### src/rtl/turn_request_ctrl.sv
// Turns raw left/right/hazard push buttons into steady L/R request levels for Lights.
// Each button is synchronized, debounced and edge-detected, then fed to a toggle-style request FSM.
module turn_request_ctrl #(
    parameter int unsigned DEBOUNCE_CYCLES = 4,
    parameter int unsigned TIMEOUT_CYCLES  = 1024,
    parameter int unsigned TCNT_W          = 16,
    parameter int unsigned DCNT_W          = 8
) (
    input  logic       Clk,
    input  logic       Rst,
    input  logic       BtnL,
    input  logic       BtnR,
    input  logic       BtnHaz,
    output logic       L,
    output logic       R,
    output logic [1:0] State
);

    localparam int unsigned NBTN = 3;
    localparam logic [DCNT_W-1:0] DCNT_LAST = DCNT_W'(DEBOUNCE_CYCLES - 1);
    localparam logic [TCNT_W-1:0] TCNT_LAST = TCNT_W'(TIMEOUT_CYCLES - 1);
    localparam bit TIMEOUT_EN = (TIMEOUT_CYCLES != 0);

    typedef enum logic [1:0] {
        ST_IDLE   = 2'b00,
        ST_LEFT   = 2'b01,
        ST_RIGHT  = 2'b10,
        ST_HAZARD = 2'b11
    } state_t;

    logic [NBTN-1:0]   w_btn_raw;
    logic [NBTN-1:0]   r_sync1;
    logic [NBTN-1:0]   r_sync2;
    logic [NBTN-1:0]   r_deb;
    logic [NBTN-1:0]   r_deb_q;
    logic [DCNT_W-1:0] r_dcnt [NBTN];
    logic [NBTN-1:0]   w_press;
    logic              w_p_l;
    logic              w_p_r;
    logic              w_p_h;

    state_t            r_state;
    state_t            w_state_nxt;
    logic [TCNT_W-1:0] r_tcnt;
    logic [TCNT_W-1:0] w_tcnt_nxt;
    logic              w_timeout;
    logic              r_l;
    logic              r_r;
    logic              w_l_nxt;
    logic              w_r_nxt;

    assign w_btn_raw = {BtnHaz, BtnR, BtnL};

    // Two-flop synchronizer, then a level is accepted only after DEBOUNCE_CYCLES disagreeing samples
    always_ff @(posedge Clk or posedge Rst) begin
        if (Rst) begin
            r_sync1 <= '0;
            r_sync2 <= '0;
            r_deb   <= '0;
            r_deb_q <= '0;
            for (int unsigned i = 0; i < NBTN; i++) begin
                r_dcnt[i] <= '0;
            end
        end else begin
            r_sync1 <= w_btn_raw;
            r_sync2 <= r_sync1;
            r_deb_q <= r_deb;
            for (int unsigned i = 0; i < NBTN; i++) begin
                if (r_sync2[i] == r_deb[i]) begin
                    r_dcnt[i] <= '0;
                end else if (r_dcnt[i] == DCNT_LAST) begin
                    r_deb[i]  <= r_sync2[i];
                    r_dcnt[i] <= '0;
                end else begin
                    r_dcnt[i] <= r_dcnt[i] + DCNT_W'(1);
                end
            end
        end
    end

    assign w_press = r_deb & ~r_deb_q;
    assign w_p_l   = w_press[0];
    assign w_p_r   = w_press[1];
    assign w_p_h   = w_press[2];

    // State register; L/R are registered copies of the next-state decode
    always_ff @(posedge Clk or posedge Rst) begin
        if (Rst) begin
            r_state <= ST_IDLE;
            r_tcnt  <= '0;
            r_l     <= 1'b0;
            r_r     <= 1'b0;
        end else begin
            r_state <= w_state_nxt;
            r_tcnt  <= w_tcnt_nxt;
            r_l     <= w_l_nxt;
            r_r     <= w_r_nxt;
        end
    end

    assign w_timeout = TIMEOUT_EN && (r_tcnt == TCNT_LAST);

    // Next state: hazard first, a simultaneous L+R press is a no-op, presses beat the timeout
    always_comb begin
        w_state_nxt = r_state;
        w_tcnt_nxt  = '0;
        if (w_p_h) begin
            w_state_nxt = (r_state == ST_HAZARD) ? ST_IDLE : ST_HAZARD;
        end else if (!(w_p_l && w_p_r)) begin
            case (r_state)
                ST_IDLE: begin
                    if (w_p_l)      w_state_nxt = ST_LEFT;
                    else if (w_p_r) w_state_nxt = ST_RIGHT;
                end
                ST_LEFT: begin
                    if (w_p_l)          w_state_nxt = ST_IDLE;
                    else if (w_p_r)     w_state_nxt = ST_RIGHT;
                    else if (w_timeout) w_state_nxt = ST_IDLE;
                end
                ST_RIGHT: begin
                    if (w_p_r)          w_state_nxt = ST_IDLE;
                    else if (w_p_l)     w_state_nxt = ST_LEFT;
                    else if (w_timeout) w_state_nxt = ST_IDLE;
                end
                default: w_state_nxt = r_state;
            endcase
        end
        if ((w_state_nxt == ST_LEFT) || (w_state_nxt == ST_RIGHT)) begin
            w_tcnt_nxt = (w_state_nxt == r_state) ? (r_tcnt + TCNT_W'(1)) : '0;
        end
    end

    // Output decode from the next state
    always_comb begin
        w_l_nxt = 1'b0;
        w_r_nxt = 1'b0;
        case (w_state_nxt)
            ST_LEFT:   w_l_nxt = 1'b1;
            ST_RIGHT:  w_r_nxt = 1'b1;
            ST_HAZARD: begin
                w_l_nxt = 1'b1;
                w_r_nxt = 1'b1;
            end
            default: ;
        endcase
    end

    assign L     = r_l;
    assign R     = r_r;
    assign State = r_state;

endmodule

### config.mk
export PLATFORM = sky130hd
export DESIGN_NAME = turn_request_ctrl
export DESIGN_NICKNAME = d
export VERILOG_FILES = /design/src/rtl/turn_request_ctrl.sv
export SDC_FILE = /design/constraint.sdc
export NUM_CORES = 1
export LEC_CHECK = 0
export BUFFER_PORTS_ARGS = -buffer_cell sky130_fd_sc_hd__buf_2
export CAP_MARGIN = 5
export CORE_MARGIN = 2
export CORE_UTILIZATION = 30
export DETAILED_ROUTE_END_ITERATION = 16
export GPL_ROUTABILITY_DRIVEN = 0
export MAX_ROUTING_LAYER = met4
export PLACE_DENSITY_LB_ADDON = 0.1
export SLEW_MARGIN = 0
export SYNTH_ARGS = -nofsm -noshare
export SYNTH_HDL_FRONTEND = slang
export SYNTH_SLANG_ARGS = --single-unit
### constraint.sdc
create_clock -name Clk -period 3.4 [get_ports Clk]
set_clock_uncertainty 0.15 [all_clocks]
set_input_delay 0 -clock Clk [delete_from_list [all_inputs] [get_ports Clk]]
set_output_delay 0 -clock Clk [all_outputs]
set_load 0.05 [all_outputs]
Word level (Yosys, flattened, before mapping) --
Cells that the tools add are included. W data, S select, Z words.
Word-level totals: memories 0, memory bits (read-only) 0, bits in writable memories 0, logic and storage cells 65, output and inout port bits 4, bits in latches 0, flip-flop bits (word level) 56, bits of input ports 5
Cells by class: mux-type cells 21, divide/modulo/power cells 0, magnitude comparators 0, reductions and logical operators 8, $add $sub $neg 4, shift operators 0, multipliers 0, bitwise gates (word level) 5, equality and inequality tests 14
Operator list (count):
- $mux W8 | 6
- $mux W16 | 2
- $add A8 B1 Y8 const B | 3
- $eq A8 B2 Y1 const B | 3
- $mux W2 | 10
- $add A16 B1 Y16 const B | 1
- $eq A16 B10 Y1 const B | 1
- $eq A2 B2 Y1 const B | 4
- $pmux W2 S3 | 1
- $reduce_and A2 Y1 | 3
- $eq A2 B1 Y1 const B | 2
- $reduce_or A2 Y1 | 2
- $and A3 B3 Y3 | 1
- $eq A1 B1 Y1 | 3
- $not A1 Y1 | 3
- $not A3 Y3 | 1
- $eq A2 B2 Y1 | 1
- $logic_not A2 Y1 | 1
- $mux W1 | 2
- $logic_and A1 B1 Y1 | 1
- $logic_or A1 B1 Y1 | 1

Longest topological paths before layout --
word-level depth 10, depth in mapped cells 10, depth with buffers taken out 9

Worst setup path before layout --
Ideal clock, no wire load.
kind register to register, start point reg r_tcnt[0], end point reg r_tcnt[10], buffers on the path 1, required time 3.170 ns, period minus slack after synthesis 2.796 ns, setup slack 0.604 ns, data arrival time 2.566 ns, stages on the path, launching flop included 11, library setup time 0.080 ns, cell sequence dfrtp_1 -> ha_1 -> nand4_1 -> nor4_2 -> o31a_2 -> a211oi_1 -> ha_1 -> a221o_1 -> a211o_4 -> buf_12 -> nor3_2
On the way: word-level cells in the longest chain between the ends 10, elaborated cells between the ends (all ways) 16, classes of those cells 1 x add/sub; 4 x eq/ne; 10 x mux; 1 x reduce/logical
RTL lines:
- from (decl) | line 44 | logic [TCNT_W-1:0] r_tcnt;
- from (signal assigned) | line 95 | r_tcnt <= w_tcnt_nxt;
- $eq A16 B10 Y1 * | line 101 | assign w_timeout = TIMEOUT_EN && (r_tcnt == TCNT_LAST);
- $mux W2 * | line 118, 123
- $mux W2, on equally long branches | line 122, 117
- $mux W2, on equally long branches | line 121, 116
- $pmux W2 S3 * | line 110 | case (r_state)
- $mux W2 * | line 109 | end else if (!(w_p_l && w_p_r)) begin
- $mux W2 * | line 107 | if (w_p_h) begin
- named net w_state_nxt[0] | line 43 | state_t w_state_nxt;
- $eq A2 B2 Y1, or another cell as far along | line 129 | w_tcnt_nxt = (w_state_nxt == r_state) ? (r_tcnt + TCNT_W'(1)) : '0;
- $mux W16 / $logic_or A1 B1 Y1 (equally long branches) | line 129, 128
- $mux W16 * | line 128 | if ((w_state_nxt == ST_LEFT) || (w_state_nxt == ST_RIGHT)) begin
- named net w_tcnt_nxt[10] | line 45 | logic [TCNT_W-1:0] w_tcnt_nxt;
Mark *: on every way through the listed nets, which the timed path passes. The rest lies on a longest branch. A chain may end at the register's enable or synchronous reset.

Final worst setup path --
start point reg r_tcnt[0], end point reg r_tcnt[5]
The elaborated chain is that of the path after synthesis.

==> metrics <==
Avg Inst Size Synth=~11 um^2; R2R Path Start=r_tcnt[0]; Worst R2R End=r_tcnt[5]; Max VDD drop=around 0.38 mV; Hold Path Depth=2; worst min-delay path category=in2reg; Hold EP=r_sync1[2]; dpl hpwl=3180 um; WL met3=about 110 um; Die Area=9410 um^2; routed wire length=about 4800 um; port bufs=8; Hold Fails Final Rpt=0; worst-margin pin slew=a little under 0.8 ns; DR iter-0 viols=53; post-synth top area cell=dfrtp_1; I/O pin count=9; Die Y=~97 um; setup TNS=0 ns; DRT met1 WL=between 2000 and 2500 um; max_cap viols=0; Cell Rows=33; initial antenna violation count=0; Final Cycle Share=between 80% and 90%; HP Start=BtnHaz; minimum clock period=2.98 ns; Worst R2R Path Depth=9; largest net degree at the start of global routing=37; drt pass-1 iters=4; max-slew violations=0; Final WS setup=around 0.42 ns; via/cell ratio=between 4 and 5; Final Util=34.5%; Cell Area, Synth=2600 um^2; post-place setup slack=approximately 0.44 ns; ratio of cells with drive above 1 in the final layout=17.1%; kind of cell adding the most delay to the critical path=compound AO/OA/AOI/OAI gates; vias in the first global route=about 1800; final setup fails=0; Diodes inserted=0; crit-path most repeated cell=ha_1; worst path cell trace=ha_1 > nand4_1 > nor4_2 > o31a_2 > a211oi_1 > ha_1 > a221o_1 > a211o_4 > nor3_1; number of antenna-violating nets in the routed design=0; Fmax=about 340 MHz; total congestion overflow=0; Buf/Inv on CP=0; synth unique cells=42; max incr delay on CP=0.42 ns; Starting Density=between 30% and 40%; largest buffer count on any clock path=2; outcome=completed; WS Path Type=reg2reg; Mapped Cells=about 230; first-pass GRT wire length=~8500 um; YS warnings=0; DR DRC count=0; Root Buffer=clkbuf_8; gr usage total=between 10% and 20%; synth top area cells=dfrtp_1 (53%), xor2_1 (9.1%), nand3_1 (3.9%), nor2_1 (3.8%), nor3_2 (3.5%); Crit-path slowest cell=dfrtp_1; register area share after synthesis=53.0%; routed length on met2=about 2200 um; Synth top area share=between 50% and 60%; register bit total from synthesis=55; CTS tree=done; clock slew at reported path FFs=0.10 ns; DR top layer=met4; TritonCTS Buffers=5; H-tree levels=2; Power, Total=about 2.0 mW; Final Net Count=between 200 and 300; slew margin rel.=48.6%; critical path arrival=slightly above 3 ns; PwrDens=just over 700 nW/um^2; WL per Instance=roughly 14 um; syn_nets=approximately 240; clock tree sinks=55; Worst Setup End Kind=flop; Clk Latency, worst-skew pair=about 0.30 ns; worst-path fanout max=16; Setup crit start kind=flop; synth-to-layout area growth=10.2%; die width=about 97 um; Via Count=about 1700; LEAKAGE=~1.3 nW; Req. time, crit path=~3.5 ns; r2r setup slk=around 0.42 ns; RSZ-0062 raised after global routing=no; Core ar.=8300 um^2
## metal layers
layer | track usage [%] | vias up
met5 | - | -
li1 | - | 820
met1 | 15.1 | 833
met2 | 17.6 | 14
met4 | 3.25 | 0
met3 | 2.60 | 9
## how the worst max path moves through the flow
| stage | cells after the start | end | from |
|---|---|---|---|
| 2_1_floorplan | 10 | r_tcnt[10] | r_tcnt[0] |
| 3_3_place_gp | 9 | r_tcnt[2] | r_tcnt[0] |
| 3_5_place_dp | 9 | r_tcnt[5] | r_tcnt[0] |
| 4_1_cts | 9 | r_tcnt[5] | r_tcnt[0] |
| 5_1_grt | 9 | r_tcnt[5] | r_tcnt[0] |
| 6_report | 9 | r_tcnt[5] | r_tcnt[0] |
## placed cells by master, fill, tap and decap left out, types with 4 or more instances in the layout
master         count
xor2_1            27
and3_1            11
nor3_2             9
ha_1               6
nand4_1            6
buf_2              8
nor3_1             8
nand3_1           20
clkbuf_8           5
dfrtp_1           55
dlygate4sd3_1      4
nand2_1           10
xnor2_1            8
nor2_1            26
## sequential cells by signal, summed over array words and instances (netlist names)
name and cells:
L 1, r_deb_q 3, R 1, r_tcnt 16, r_sync1 3, State 1, r_sync2 3, r_deb 3
r_dcnt 24
## area by class of cell
type / instances / area, um^2
Clock buffer: 6 / 72.6
Clock inverter: 2 / 12.5
Fill cell: 845 / 5440
Inverter: 3 / 11.3
Multi-Input combinational cell: 166 / 1170
Sequential cell: 55 / 1380
Tap cell: 105 / 131
Timing Repair Buffer: 13 / 87.6
## Yosys cell counts (all sizes together)
| cell | count |
|---|---|
| a211oi | 2 |
| xnor2 | 8 |
| or4 | 2 |
| or4b | 1 |
| nor2b | 3 |
| and3 | 11 |
| or3b | 1 |
| o31a | 1 |
| buf | 3 |
| nand2 | 10 |
| nand2b | 2 |
| ha | 6 |
| o21bai | 1 |
| dfrtp | 55 |
| nor2 | 26 |
| a211o | 2 |
| nand3 | 20 |
| and2 | 1 |
| inv | 3 |
| nand4 | 6 |
| nor3 | 17 |
| and4 | 3 |
| and2b | 2 |
| a221o | 1 |
| a21oi | 2 |
| nor4 | 2 |
| nor4b | 1 |
| xor2 | 27 |
| or2 | 2 |
| a2bb2oi | 1 |
| mux2 | 3 |
| nor3b | 2 |
## metrics by stage
| step | hold WS [ns] | instance area, um^2 | std cells |
|---|---|---|---|
| floorplan | -0.119 | 2600 | 227 |
| global placement | -0.0415 | 2740 | 338 |
| detailed placement | -0.0402 | 2740 | 338 |
| CTS | 0.170 | 2860 | 350 |
| global route | 0.167 | 2860 | 350 |
| finish | 0.181 | 2860 | 350 |
## power breakdown
part | total [mW] | internal (mW) | leakage [nW] | switching, mW
Sequential | 0.877 | 0.763 | 0.726 | 0.114
Combinational | 0.814 | 0.280 | 0.489 | 0.534
Clock | 0.356 | 0.145 | 0.0412 | 0.211
Total | 2.05 | 1.19 | 1.26 | 0.859
## cell families after synthesis
kind of cell | Yosys count | synth area share [%]
and+or+nand+nor | 112 | 25.5
DFF | 55 | 53.0
xor gates and xnor gates | 35 | 11.8
AOI/OAI and AO/OA | 10 | 3.42
buffers and inverters | 6 | 1.93
adders and majority gates | 6 | 2.89
muxes | 3 | 1.45
## timing repair
item,in CTS,in global routing
buffers inserted,0,0
resized for setup,0,0
hold endpoints to repair,38,0
hold buffers,4,0
Power figures use the tool's default switching activity.
